==> src/rtl/dff_pkg.sv <==
// Shared mode encoding for the multi-mode register and the test-control
// sequencer that drives it.
package dff_pkg;

  typedef enum logic [1:0] {
    MODE_HOLD = 2'b00,
    MODE_LOAD = 2'b01,
    MODE_SHL  = 2'b10,
    MODE_SHR  = 2'b11
  } mode_t;

endpackage

==> src/rtl/dff_mode_reg_if.sv <==
// Control/data bundle for dff_mode_reg. The master drives the operation
// and override inputs; the slave (the register) returns q, sout and chg.
// There is no valid/ready handshake: every input is sampled on every
// rising edge, and en qualifies the operation instead.
interface dff_mode_reg_if #(
  parameter int WIDTH = 8
);
  import dff_pkg::*;

  logic             en;
  mode_t            mode;
  logic [WIDTH-1:0] din;
  logic             sin;
  logic             frc;
  logic [WIDTH-1:0] frc_val;
  logic [WIDTH-1:0] q;
  logic             sout;
  logic             chg;

  modport master (
    output en, mode, din, sin, frc, frc_val,
    input  q, sout, chg
  );

  modport slave (
    input  en, mode, din, sin, frc, frc_val,
    output q, sout, chg
  );

endinterface

==> src/rtl/dff_mode_reg.sv <==
// WIDTH-bit hold/load/shift register with a level-sensitive force override
// and a one-cycle change pulse. Edge priority: rst > frc > en/mode.
module dff_mode_reg
  import dff_pkg::*;
#(
  parameter int               WIDTH   = 8,
  parameter logic [WIDTH-1:0] RST_VAL = '0
) (
  input logic                 clk,
  input logic                 rst,
  dff_mode_reg_if.slave       bus
);

  logic [WIDTH-1:0] r;
  logic [WIDTH-1:0] r_next;
  logic             chg_r;

  // Next stored value: force wins over the enabled operation; the forced
  // value is captured so that release shows it without a glitch.
  always_comb begin
    r_next = r;
    if (bus.frc) begin
      r_next = bus.frc_val;
    end else if (bus.en) begin
      case (bus.mode)
        MODE_LOAD: r_next = bus.din;
        MODE_SHL:  r_next = {r[WIDTH-2:0], bus.sin};
        MODE_SHR:  r_next = {bus.sin, r[WIDTH-1:1]};
        default:   r_next = r;
      endcase
    end
  end

  // Storage and change flag; chg compares against the old value so a
  // reload of identical data or a no-op shift produces no pulse.
  always_ff @(posedge clk) begin
    if (rst) begin
      r     <= RST_VAL;
      chg_r <= 1'b0;
    end else begin
      r     <= r_next;
      chg_r <= (r_next != r);
    end
  end

  // Override is combinational so it is visible in the cycle frc rises;
  // sout follows q so it reflects a forced value too.
  assign bus.q    = bus.frc ? bus.frc_val : r;
  assign bus.sout = (bus.mode == MODE_SHL) ? bus.q[WIDTH-1] : bus.q[0];
  assign bus.chg  = chg_r;

endmodule

==> src/flat_wrapper.sv <==
// flat-port wrapper written by rule: the top's interface ports become plain ports
module dff_mode_reg_flat import dff_pkg::*;
#(
  parameter int               WIDTH   = 8,
  parameter logic [WIDTH-1:0] RST_VAL = '0
)
  (clk, rst, bus_en, bus_mode, bus_din, bus_sin, bus_frc, bus_frc_val, bus_q, bus_sout, bus_chg);
  dff_mode_reg_if #(.WIDTH(WIDTH)) bus_i ();
  input logic clk;
  input logic rst;
  input wire logic [$bits(bus_i.en)-1:0] bus_en;
  input wire logic [$bits(bus_i.mode)-1:0] bus_mode;
  input wire logic [$bits(bus_i.din)-1:0] bus_din;
  input wire logic [$bits(bus_i.sin)-1:0] bus_sin;
  input wire logic [$bits(bus_i.frc)-1:0] bus_frc;
  input wire logic [$bits(bus_i.frc_val)-1:0] bus_frc_val;
  output wire logic [$bits(bus_i.q)-1:0] bus_q;
  output wire logic [$bits(bus_i.sout)-1:0] bus_sout;
  output wire logic [$bits(bus_i.chg)-1:0] bus_chg;
  assign bus_i.en = bus_en;
  assign bus_i.mode = bus_mode;
  assign bus_i.din = bus_din;
  assign bus_i.sin = bus_sin;
  assign bus_i.frc = bus_frc;
  assign bus_i.frc_val = bus_frc_val;
  assign bus_q = bus_i.q;
  assign bus_sout = bus_i.sout;
  assign bus_chg = bus_i.chg;
  dff_mode_reg #(.WIDTH(WIDTH), .RST_VAL(RST_VAL)) u_core (.clk(clk), .rst(rst), .bus(bus_i));
endmodule
==> config.mk <==
export PLATFORM = sky130hd
export DESIGN_NAME = dff_mode_reg_flat
export DESIGN_NICKNAME = d
export VERILOG_FILES = /design/src/rtl/dff_pkg.sv /design/src/rtl/dff_mode_reg_if.sv /design/src/rtl/dff_mode_reg.sv /design/src/flat_wrapper.sv
export SDC_FILE = /design/constraint.sdc
export NUM_CORES = 1
export LEC_CHECK = 0
export ABC_AREA = 1
export BUFFER_PORTS_ARGS = -buffer_cell sky130_fd_sc_hd__buf_2
export CORE_UTILIZATION = 25
export CTS_BUF_LIST = sky130_fd_sc_hd__clkbuf_16
export DETAILED_ROUTE_END_ITERATION = 10
export SLEW_MARGIN = 10
export SYNTH_ARGS = -nofsm -noshare
export SYNTH_HDL_FRONTEND = slang
export SYNTH_SLANG_ARGS = --single-unit
==> constraint.sdc <==
create_clock -name clk -period 1.78 [get_ports clk]
set_input_delay 0.356 -clock clk [delete_from_list [all_inputs] [get_ports clk]]
set_output_delay 0.356 -clock clk [all_outputs]
set_load 0.005 [all_outputs]
==> insert_results.sql, run 1 <==
INSERT INTO impl_metrics (metric_group, metric, value, unit) VALUES
('final_layout', 'area_added_between_synthesis_and_finish', '29.6', '%'),
('synth', 'syn_nets', '183', ''),
('detailed_routing', 'drtAntennaViolNets', '0', ''),
('final_layout', 'layout.filler_cells', '389', ''),
('detailed_routing', 'detail_route.wl_per_cell', '9.68', 'µm'),
('sta', 'min_period_over_period', '90.6', '%'),
('detailed_routing', 'route.detailed.drc', '0', ''),
('global_route', 'grt_max_degree', '15', ''),
('sta', 'finalSetupViolCount', '0', ''),
('clock_network', 'post_cts.repair.setup_buffers', '0', ''),
('worst_hold_path', 'holdCritPathClass', 'primary input to flop', ''),
('detailed_routing', 'vias_per_cell', '4.39', ''),
('place', 'place.gp.congestion', '0.819', ''),
('detailed_routing', 'drt_wl_total', '2310', 'µm'),
('detailed_routing', 'firstDrtPassIters', '4', ''),
('setup_path', 'r2r_start', 'u_core.r[6]$_SDFF_PP0_', ''),
('detailed_routing', 'wl_met3', '133', 'µm'),
('floorplan', 'core-area', '0.00339', 'mm²'),
('setup_path', 'critical_path.reg2reg.endpoint', 'u_core.bus.chg$_SDFF_PP0_', ''),
('final_layout', 'final_common_cell', 'sky130_fd_sc_hd__nand2_1', ''),
('setup_path', 'worst-endpoint-required', '1420', 'ps'),
('setup_path', 'worst_path_most_repeated_cell', 'sky130_fd_sc_hd__buf_2', ''),
('synth', 'synth_cells', '160', ''),
('pwr', 'power_leakage', '0.599', 'nW'),
('pwr', 'vdd.ir_drop.worst', '0.000295', 'V'),
('final_layout', 'finish.net_count', '216', ''),
('detailed_routing', 'highest_signal_layer_in_the_routed_design', 'met4', ''),
('place', 'dp.final_hpwl', '1910', 'µm'),
('sta', 'finClkSkew', '1.62', 'ps'),
('synth', 'postSynthAreaPerCell', '5.61', 'µm²'),
('detailed_routing', 'wl_met1', '1170', 'µm'),
('clock_network', 'cts_hold_buffers_added', '0', ''),
('run_status', 'outcome', 'complete, no violations', ''),
('clock_network', 'tritoncts', 'yes', ''),
('floorplan', 'rows', '21', ''),
('sta', 'rsz0062_at_grt', 'no', ''),
('global_route', 'groute.usage.overall', '13.6', '%'),
('synth', 'synth_warn', '0', ''),
('worst_hold_path', 'worst_hold_startpoint', 'rst', ''),
('worst_hold_path', 'whs_path_depth', '2', ''),
('setup_path', 'critPathArrivalTime', '1260', 'ps'),
('clock_network', 'cts.repair.resized', '0', ''),
('synth', 'seq_area_frac_synth', '20.1', '%'),
('detailed_routing', 'initialDrtViolationCount', '25', ''),
('setup_path', 'worst_setup_path_start_kind', 'primary input', ''),
('floorplan', 'die_w', '61.9', 'µm'),
('sta', 'report.final.slew_viol_count', '0', ''),
('detailed_routing', 'met2RoutedLength', '969', 'µm'),
('setup_path', 'worst-path-max-fanout', '11', ''),
('global_route', 'grt_remaining_overflow', '0', ''),
('floorplan', 'initial_utilization', '26.5', '%'),
('setup_path', 'cpPeakStageDelay', '260', 'ps'),
('clock_network', 'clock_latency', '240', 'ps'),
('sta', 'final_period_minus_worst_setup_slack', '1610', 'ps'),
('global_route', 'grt_first_pass_wirelength', '3810', 'µm'),
('place', 'io_buffer_count', '32', ''),
('synth', 'synthDistinctLibCells', '16', ''),
('setup_path', 'critPathCaptureType', 'output pin', ''),
('global_route', 'first_global_vias', '876', ''),
('setup_path', 'reg2reg_setup_slack', '460', 'ps'),
('final_layout', 'n_antenna_cell', '0', ''),
('final_layout', 'final_cell_mix', 'sky130_fd_sc_hd__nand2_1, sky130_fd_sc_hd__nand3_1, sky130_fd_sc_hd__buf_2', ''),
('floorplan', 'die_height', '61.9', 'µm'),
('global_route', 'grt_antenna_before_repair', '0', ''),
('setup_path', 'crit_chain', 'buf_2 > inv_2 > nor2_1 > a21oi_1 > mux2_2 > buf_2', ''),
('floorplan', 'pin_count', '33', ''),
('synth', 'synthesis.area', '897', 'µm²'),
('clock_network', 'clock_tree.buffer_depth', '2', ''),
('sta', 'max-slew-margin-rel', '81.4', '%'),
('clock_network', 'numClockSinks', '9', ''),
('detailed_routing', 'vias', '1046', '');
-- flip-flops by register name, indices dropped and copies added (netlist names) --
| signal | flops |
|---|---|
| u_core.bus.chg | 1 |
| u_core.r | 8 |
-- Yosys cell counts --
master,count,area [µm²]
sky130_fd_sc_hd__nand2_1,40,150
sky130_fd_sc_hd__clkbuf_8,1,13.8
sky130_fd_sc_hd__buf_1,1,3.75
sky130_fd_sc_hd__nand3_1,35,175
sky130_fd_sc_hd__o21ai_4,1,16.3
sky130_fd_sc_hd__inv_1,16,60.1
sky130_fd_sc_hd__a21oi_1,16,80.1
sky130_fd_sc_hd__buf_4,2,15.0
sky130_fd_sc_hd__nand2_2,6,37.5
sky130_fd_sc_hd__nor2_1,22,82.6
sky130_fd_sc_hd__dfxtp_1,9,180
sky130_fd_sc_hd__nand3_2,1,10.0
sky130_fd_sc_hd__mux2_2,1,11.3
sky130_fd_sc_hd__inv_2,4,15.0
sky130_fd_sc_hd__nor2_2,2,12.5
sky130_fd_sc_hd__buf_6,3,33.8
-- layer usage --
layer,track usage [%],vias to the layer above
met2,21.0,21
li1,-,576
met3,3.52,4
met5,0,-
met4,4.76,0
met1,18.3,445
-- area by class of cell --
| type | count | area, µm² | area share [%] |
|---|---|---|---|
| multi-input cells | 124 | 576 | 49.5 |
| repair buffers | 35 | 195 | 16.8 |
| flip-flops and latches | 9 | 180 | 15.5 |
| clock buffers | 3 | 75.1 | 6.46 |
| inverters | 20 | 75.1 | 6.46 |
| well taps | 46 | 57.6 | 4.95 |
| clock inverters | 1 | 3.75 | 0.323 |
-- how the worst max path moves through the flow --
stage / endpoint / startpoint / slack (ps)
after floorplan: bus_sout / bus_frc / 340
after global placement: u_core.bus.chg$_SDFF_PP0_ / bus_mode[0] / 120
after detailed placement: u_core.bus.chg$_SDFF_PP0_ / bus_mode[0] / 90
after CTS: bus_sout / bus_frc / 150
after global routing: bus_sout / bus_frc / 30
final: bus_sout / bus_frc / 170
-- cells by family (layout without fill, tap and decap cells) --
| kind of cell | after synthesis | count (layout) | synth area share (%) |
|---|---|---|---|
| mux | 1 | 1 | 1.26 |
| simple gates | 106 | 106 | 52.2 |
| compound gates | 17 | 17 | 10.7 |
| flops | 9 | 9 | 20.1 |
| buf+inv | 27 | 59 | 15.8 |
-- through the flow --
step | utilization, % | instance area [µm²] | total power (W) | worst slack [ps] | hold slack [ps]
finish | 34.3 | 1160 | 0.000857 | 167 | 406
global route | 34.3 | 1160 | 0.000909 | 33.3 | 430
CTS | 34.3 | 1160 | 0.000860 | 151 | 412
detailed placement | 32.0 | 1080 | 0.000467 | 93.7 | 657
global placement | 32.0 | 1080 | 0.000466 | 120 | 659
floorplan | - | 897 | 0.000397 | 337 | 604
-- power by group --
part           leakage [nW]  switching (W)  total [W]  internal [W]
Clock                0.0423       0.000101   0.000394      0.000294
Sequential           0.0750      0.0000194   0.000237      0.000218
Combinational         0.482       0.000128   0.000225     0.0000968
-- critical path, delay by kind of cell --
kind / cells / cell delay (ps)
AO/OA/AOI/OAI: 1 / 70
buffers and inverters: 3 / 430
AND/OR/NAND/NOR: 1 / 140
multiplexers: 1 / 260
No activity file was read; power rests on OpenSTA's default activity.
==> run 2, diff against run 1 <==
--- a/config.mk
+++ b/config.mk
@@ -10,6 +10,7 @@
 export CORE_UTILIZATION = 25
 export CTS_BUF_LIST = sky130_fd_sc_hd__clkbuf_16
 export DETAILED_ROUTE_END_ITERATION = 10
+export MAX_ROUTING_LAYER = met4
 export SLEW_MARGIN = 10
 export SYNTH_ARGS = -nofsm -noshare
 export SYNTH_HDL_FRONTEND = slang
==> insert_results.sql, run 2 (synthesis gave the netlist of run 1 again) <==
INSERT INTO impl_metrics (metric_group, metric, value, unit) VALUES
('clock_network', 'ctsHtreeMaxLevel', '1', ''),
('setup_path', 'register_to_register_path_depth', '11', ''),
('floorplan', 'die_area', '0.00383', 'mm²'),
('floorplan', 'initial_utilization', '26.5', '%'),
('clock_network', 'clock_tree_root', 'sky130_fd_sc_hd__clkbuf_16', ''),
('clock_network', 'clk_pin_slew', '40', 'ps'),
('detailed_routing', 'firstDrtPassIters', '4', ''),
('detailed_routing', 'initialDrtViolationCount', '25', ''),
('place', 'io_buffer_count', '32', ''),
('detailed_routing', 'detail_route.wl_per_cell', '9.68', 'µm'),
('place', 'place.gp.congestion', '0.832', ''),
('clock_network', 'tritoncts', 'yes', ''),
('setup_path', 'worst_path_most_repeated_cell', 'sky130_fd_sc_hd__buf_2', ''),
('clock_network', 'numClockSinks', '9', ''),
('place', 'post-place-cells', '234', ''),
('global_route', 'grt_first_pass_wirelength', '3810', 'µm'),
('final_layout', 'largest_reg_flops', '8', ''),
('setup_path', 'critPathCaptureType', 'output pin', ''),
('setup_path', 'critical_path_class', 'primary input to output pin', ''),
('setup_path', 'reg2reg_setup_slack', '460', 'ps'),
('final_layout', 'fin_util', '34.3', '%'),
('sta', 'report.final.slew_viol_count', '0', ''),
('final_layout', 'final_common_cell', 'sky130_fd_sc_hd__nand2_1', ''),
('floorplan', 'pin_count', '33', ''),
('global_route', 'grt_antenna_before_repair', '0', ''),
('final_layout', 'n_antenna_cell', '0', ''),
('sta', 'timing.hold.ws', '406', 'ps'),
('clock_network', 'cts_hold_buffers_added', '0', ''),
('sta', 'max_slew.worst_pin.slew', '278', 'ps'),
('final_layout', 'area_added_between_synthesis_and_finish', '29.6', '%'),
('detailed_routing', 'route.detailed.drc', '0', ''),
('detailed_routing', 'vias_per_cell', '4.39', ''),
('final_layout', 'registers.top_by_ff_count', 'u_core.r', ''),
('pwr', 'power_leakage', '0.599', 'nW'),
('clock_network', 'clock_latency', '240', 'ps'),
('floorplan', 'die_height', '61.9', 'µm'),
('detailed_routing', 'drtAntennaViolNets', '0', ''),
('global_route', 'grt_max_degree', '15', ''),
('setup_path', 'cpPeakStageDelay', '260', 'ps'),
('pwr', 'power-per-cell-area', '737', 'mW/mm²'),
('setup_path', 'crit_path_start', 'bus_frc', ''),
('pwr', 'p_total', '0.000857', 'W'),
('pwr', 'vdd.ir_drop.worst', '0.000295', 'V'),
('floorplan', 'die_w', '61.9', 'µm'),
('sta', 'hold_viol_final', '0', ''),
('sta', 'finalSetupViolCount', '0', ''),
('floorplan', 'rows', '21', ''),
('setup_path', 'critical_path.reg2reg.endpoint', 'u_core.bus.chg$_SDFF_PP0_', ''),
('final_layout', 'drive_above_1_share', '27.6', '%'),
('sta', 'max_freq', '0.620', 'GHz'),
('sta', 'finClkSkew', '1.62', 'ps'),
('setup_path', 'critPathArrivalTime', '1260', 'ps'),
('detailed_routing', 'drt_wl_total', '2310', 'µm'),
('clock_network', 'cts.repair.resized', '0', ''),
('clock_network', 'post_cts.repair.setup_buffers', '0', ''),
('place', 'dp.final_hpwl', '1910', 'µm'),
('floorplan', 'core-area', '0.00339', 'mm²'),
('sta', 'final_period_minus_worst_setup_slack', '1610', 'ps'),
('sta', 'max-slew-margin-rel', '81.4', '%'),
('setup_path', 'worst_setup_path_start_kind', 'primary input', ''),
('run_status', 'outcome', 'complete, no violations', ''),
('global_route', 'groute.usage.overall', '14.0', '%'),
('global_route', 'first_global_vias', '876', ''),
('final_layout', 'finish.net_count', '216', ''),
('global_route', 'grt_remaining_overflow', '0', ''),
('setup_path', 'crit_chain', 'buf_2 > inv_2 > nor2_1 > a21oi_1 > mux2_2 > buf_2', ''),
('detailed_routing', 'vias', '1046', ''),
('clock_network', 'clock_tree.buffer_depth', '2', ''),
('clock_network', 'cts-buffers-inserted', '3', ''),
('setup_path', 'r2r_start', 'u_core.r[6]$_SDFF_PP0_', ''),
('setup_path', 'worst-endpoint-required', '1420', 'ps'),
('final_layout', 'final_cell_mix', 'sky130_fd_sc_hd__nand2_1, sky130_fd_sc_hd__nand3_1, sky130_fd_sc_hd__buf_2', ''),
('sta', 'rsz0062_at_grt', 'no', ''),
('sta', 'setup_total_negative_slack', '0', 'ps'),
('sta', 'min_period_over_period', '90.6', '%'),
('setup_path', 'crit_slowest_cell', 'sky130_fd_sc_hd__mux2_2', ''),
('job', 'maxCapViolations', '0', ''),
('final_layout', 'layoutNonFillerInstCount', '238', ''),
('worst_hold_path', 'holdCritPathClass', 'primary input to flop', ''),
('setup_path', 'worst_setup_path_endpoint', 'bus_sout', ''),
('setup_path', 'worst-path-max-fanout', '11', '');
-- run 2: worst min-delay path by stage --
stage                        start                         to  slack [ps]  depth (start not counted)
global placement               rst  u_core.bus.chg$_SDFF_PP0_         660                          2
detailed placement             rst     u_core.r[1]$_SDFF_PP0_         660                          2
finish                         rst     u_core.r[1]$_SDFF_PP0_         410                          2
CTS                            rst     u_core.r[1]$_SDFF_PP0_         410                          2
floorplan           bus_frc_val[2]     u_core.r[2]$_SDFF_PP0_         600                          4
global route                   rst     u_core.r[1]$_SDFF_PP0_         430                          2
-- run 2: power breakdown --
part           internal [W]  switching [W]
Sequential         0.000218      0.0000194
Combinational     0.0000968       0.000128
Clock              0.000294       0.000101
Total              0.000608       0.000249
-- run 2: critical path, delay by kind of cell --
family	cells	cell delay, ps
buf+inv	3	430
mux	1	260
simple gates	1	140
compound gates	1	70
-- run 2: through the flow --
step	cell area (µm²)	worst slack (ps)
final	1160	167
after global routing	1160	33.3
after CTS	1160	151
after detailed placement	1080	93.7
after global placement	1080	120
after floorplan	897	337
-- run 2: final cells by class --
cell class / count / area, µm²
clock inverter: 1 / 3.75
timing repair buffer: 35 / 195
fill: 389 / 2230
sequential: 9 / 180
multi-input combinational: 124 / 576
tap: 46 / 57.6
inverter: 20 / 75.1
clock buffer: 3 / 75.1
-- run 2: layer usage --
metal	share of wire [%]	vias to the layer above	track usage, %
met4	1.3	0	4.76
met2	42	21	21.0
met3	5.4	4	3.31
met1	51	445	18.4
li1	-	576	-
met5	0	-	-
==> run 3, diff against run 2 <==
--- a/config.mk
+++ b/config.mk
@@ -6,7 +6,7 @@
 export NUM_CORES = 1
 export LEC_CHECK = 0
 export ABC_AREA = 1
-export BUFFER_PORTS_ARGS = -buffer_cell sky130_fd_sc_hd__buf_2
+export BUFFER_PORTS_ARGS = -buffer_cell sky130_fd_sc_hd__buf_4
 export CORE_UTILIZATION = 25
 export CTS_BUF_LIST = sky130_fd_sc_hd__clkbuf_16
 export DETAILED_ROUTE_END_ITERATION = 10
==> insert_results.sql, run 3 (synthesis gave the netlist of run 1 again) <==
INSERT INTO impl_metrics (metric_group, metric, value, unit) VALUES
('place', 'place.gp.congestion', '0.831', ''),
('global_route', 'grt_max_degree', '19', ''),
('clock_network', 'cts_hold_buffers_added', '0', ''),
('global_route', 'grt_first_pass_wirelength', '3720', 'µm'),
('clock_network', 'ctsHtreeMaxLevel', '1', ''),
('global_route', 'grt_antenna_before_repair', '0', ''),
('sta', 'finalSetupViolCount', '0', ''),
('floorplan', 'pin_count', '33', ''),
('sta', 'finClkSkew', '1.81', 'ps'),
('floorplan', 'core-area', '0.00339', 'mm²'),
('clock_network', 'cts-buffers-inserted', '3', ''),
('setup_path', 'worst_setup_path_start_kind', 'primary input', ''),
('detailed_routing', 'wl_met3', '148', 'µm'),
('setup_path', 'worst_path_most_repeated_cell', 'sky130_fd_sc_hd__buf_4', ''),
('sta', 'rsz0062_at_grt', 'no', ''),
('global_route', 'groute.usage.overall', '14.2', '%'),
('clock_network', 'numClockSinks', '9', ''),
('clock_network', 'post_cts.repair.setup_buffers', '0', ''),
('floorplan', 'die_area', '0.00383', 'mm²'),
('clock_network', 'tritoncts', 'yes', ''),
('setup_path', 'crit_slowest_cell', 'sky130_fd_sc_hd__inv_2', ''),
('clock_network', 'cts.repair.resized', '0', ''),
('detailed_routing', 'vias_per_cell', '4.43', ''),
('pwr', 'power_leakage', '0.607', 'nW'),
('setup_path', 'critPathCaptureType', 'output pin', ''),
('place', 'pre_cts_ws', '95.5', 'ps'),
('final_layout', 'n_antenna_cell', '0', ''),
('detailed_routing', 'drtAntennaViolNets', '0', ''),
('floorplan', 'initial_utilization', '26.5', '%'),
('final_layout', 'registers.top_by_ff_count', 'u_core.r', ''),
('pwr', 'power-per-cell-area', '730', 'mW/mm²'),
('job', 'maxCapViolations', '0', ''),
('run_status', 'outcome', 'complete, no violations', ''),
('global_route', 'grt_remaining_overflow', '0', ''),
('setup_path', 'worst-path-max-fanout', '16', ''),
('final_layout', 'layout.area.seq', '180', 'µm²'),
('floorplan', 'rows', '21', ''),
('sta', 'hold_viol_final', '0', ''),
('detailed_routing', 'wl_met1', '1180', 'µm'),
('final_layout', 'area_added_between_synthesis_and_finish', '34.6', '%'),
('clock_network', 'clock_tree_root', 'sky130_fd_sc_hd__clkbuf_16', ''),
('setup_path', 'critPathArrivalTime', '1260', 'ps'),
('final_layout', 'drive_above_1_share', '26.5', '%'),
('detailed_routing', 'firstDrtPassIters', '4', ''),
('sta', 'max-slew-margin-rel', '80.5', '%'),
('pwr', 'vdd.ir_drop.worst', '0.000513', 'V'),
('floorplan', 'die_height', '61.9', 'µm'),
('sta', 'report.final.slew_viol_count', '0', ''),
('detailed_routing', 'drt_wl_total', '2390', 'µm'),
('detailed_routing', 'highest_signal_layer_in_the_routed_design', 'met4', ''),
('clock_network', 'clock_latency', '240', 'ps'),
('setup_path', 'critical_path_class', 'primary input to output pin', ''),
('setup_path', 'worst-endpoint-required', '1420', 'ps'),
('final_layout', 'largest_reg_flops', '8', ''),
('detailed_routing', 'initialDrtViolationCount', '47', ''),
('detailed_routing', 'met2RoutedLength', '1010', 'µm'),
('setup_path', 'worstPathBufferInverterCount', '3', ''),
('sta', 'post-route-worst-setup-slack', '165', 'ps'),
('place', 'dp.final_hpwl', '1870', 'µm'),
('setup_path', 'crit_chain', 'buf_4 > inv_2 > nor2_1 > a21oi_1 > mux2_2 > buf_4', ''),
('final_layout', 'final_cell_mix', 'sky130_fd_sc_hd__nand2_1, sky130_fd_sc_hd__nand3_1, sky130_fd_sc_hd__buf_4', ''),
('detailed_routing', 'detail_route.wl_per_cell', '10.2', 'µm'),
('setup_path', 'cpPeakStageDelay', '200', 'ps'),
('worst_hold_path', 'holdCritPathClass', 'primary input to flop', ''),
('global_route', 'first_global_vias', '877', ''),
('final_layout', 'finish.net_count', '213', ''),
('sta', 'min_period_over_period', '90.7', '%'),
('final_layout', 'multi_input_area', '576', 'µm²'),
('sta', 'max_slew.worst_pin.slew', '291', 'ps'),
('sta', 'setup_total_negative_slack', '0', 'ps'),
('setup_path', 'cell_family_with_the_largest_share_of_critical_path_delay', 'buffers and inverters', ''),
('place', 'io_buffer_count', '32', ''),
('sta', 'max_freq', '0.619', 'GHz'),
('final_layout', 'final_common_cell', 'sky130_fd_sc_hd__nand2_1', ''),
('setup_path', 'reg2reg_setup_slack', '450', 'ps'),
('clock_network', 'clock_tree.buffer_depth', '2', ''),
('floorplan', 'die_w', '61.9', 'µm'),
('final_layout', 'layout.filler_cells', '379', ''),
('detailed_routing', 'vias', '1041', ''),
('detailed_routing', 'route.detailed.drc', '0', ''),
('clock_network', 'clk_pin_slew', '40', 'ps'),
('sta', 'final_period_minus_worst_setup_slack', '1610', 'ps');
run 3: worst reg2reg max path, delay by kind of cell (launching register included):
kind,cells,cell delay [ps]
DFF,1,420
and+or+nand+nor,11,800
run 3: final cells by class:
cell class / instances / share of cell area [%]
multi-input cells: 124 / 47.7
repair buffers: 32 / 19.9
flip-flops and latches: 9 / 14.9
clock buffers: 3 / 6.22
inverters: 20 / 6.22
well taps: 46 / 4.77
clock inverters: 1 / 0.311
run 3: where the power goes:
group	switching (W)	internal, W
logic	0.000129	0.000113
registers	0.0000200	0.000218
clock network	0.000107	0.000294
run 3: final timing paths:
check / from / endpoint / cells past startpoint
setup / recovery: bus_frc / bus_sout / 6
hold reg to reg: u_core.r[0]$_SDFF_PP0_ / u_core.r[0]$_SDFF_PP0_ / 4
hold / removal: rst / u_core.r[6]$_SDFF_PP0_ / 2
setup reg to reg: u_core.r[2]$_SDFF_PP0_ / u_core.bus.chg$_SDFF_PP0_ / 11
run 3: routing by layer:
metal  global-route usage, %  vias to the layer above
li1                        -                      566
met1                    17.8                      444
met4                    7.62                        0
met5                       -                        -
met3                    3.11                        5
met2                    21.0                       26
run 3: per-stage QoR:
stage | area, µm² | std cells | power, W | util [%] | hold WS, ps
2_1_floorplan | 897 | 160 | 0.000397 | - | 604
3_3_place_gp | 1130 | 231 | 0.000485 | 33.3 | 605
3_5_place_dp | 1130 | 231 | 0.000483 | 33.3 | 604
4_1_cts | 1210 | 235 | 0.000891 | 35.6 | 352
5_1_grt | 1210 | 235 | 0.000929 | 35.6 | 366
6_report | 1210 | 235 | 0.000881 | 35.6 | 357
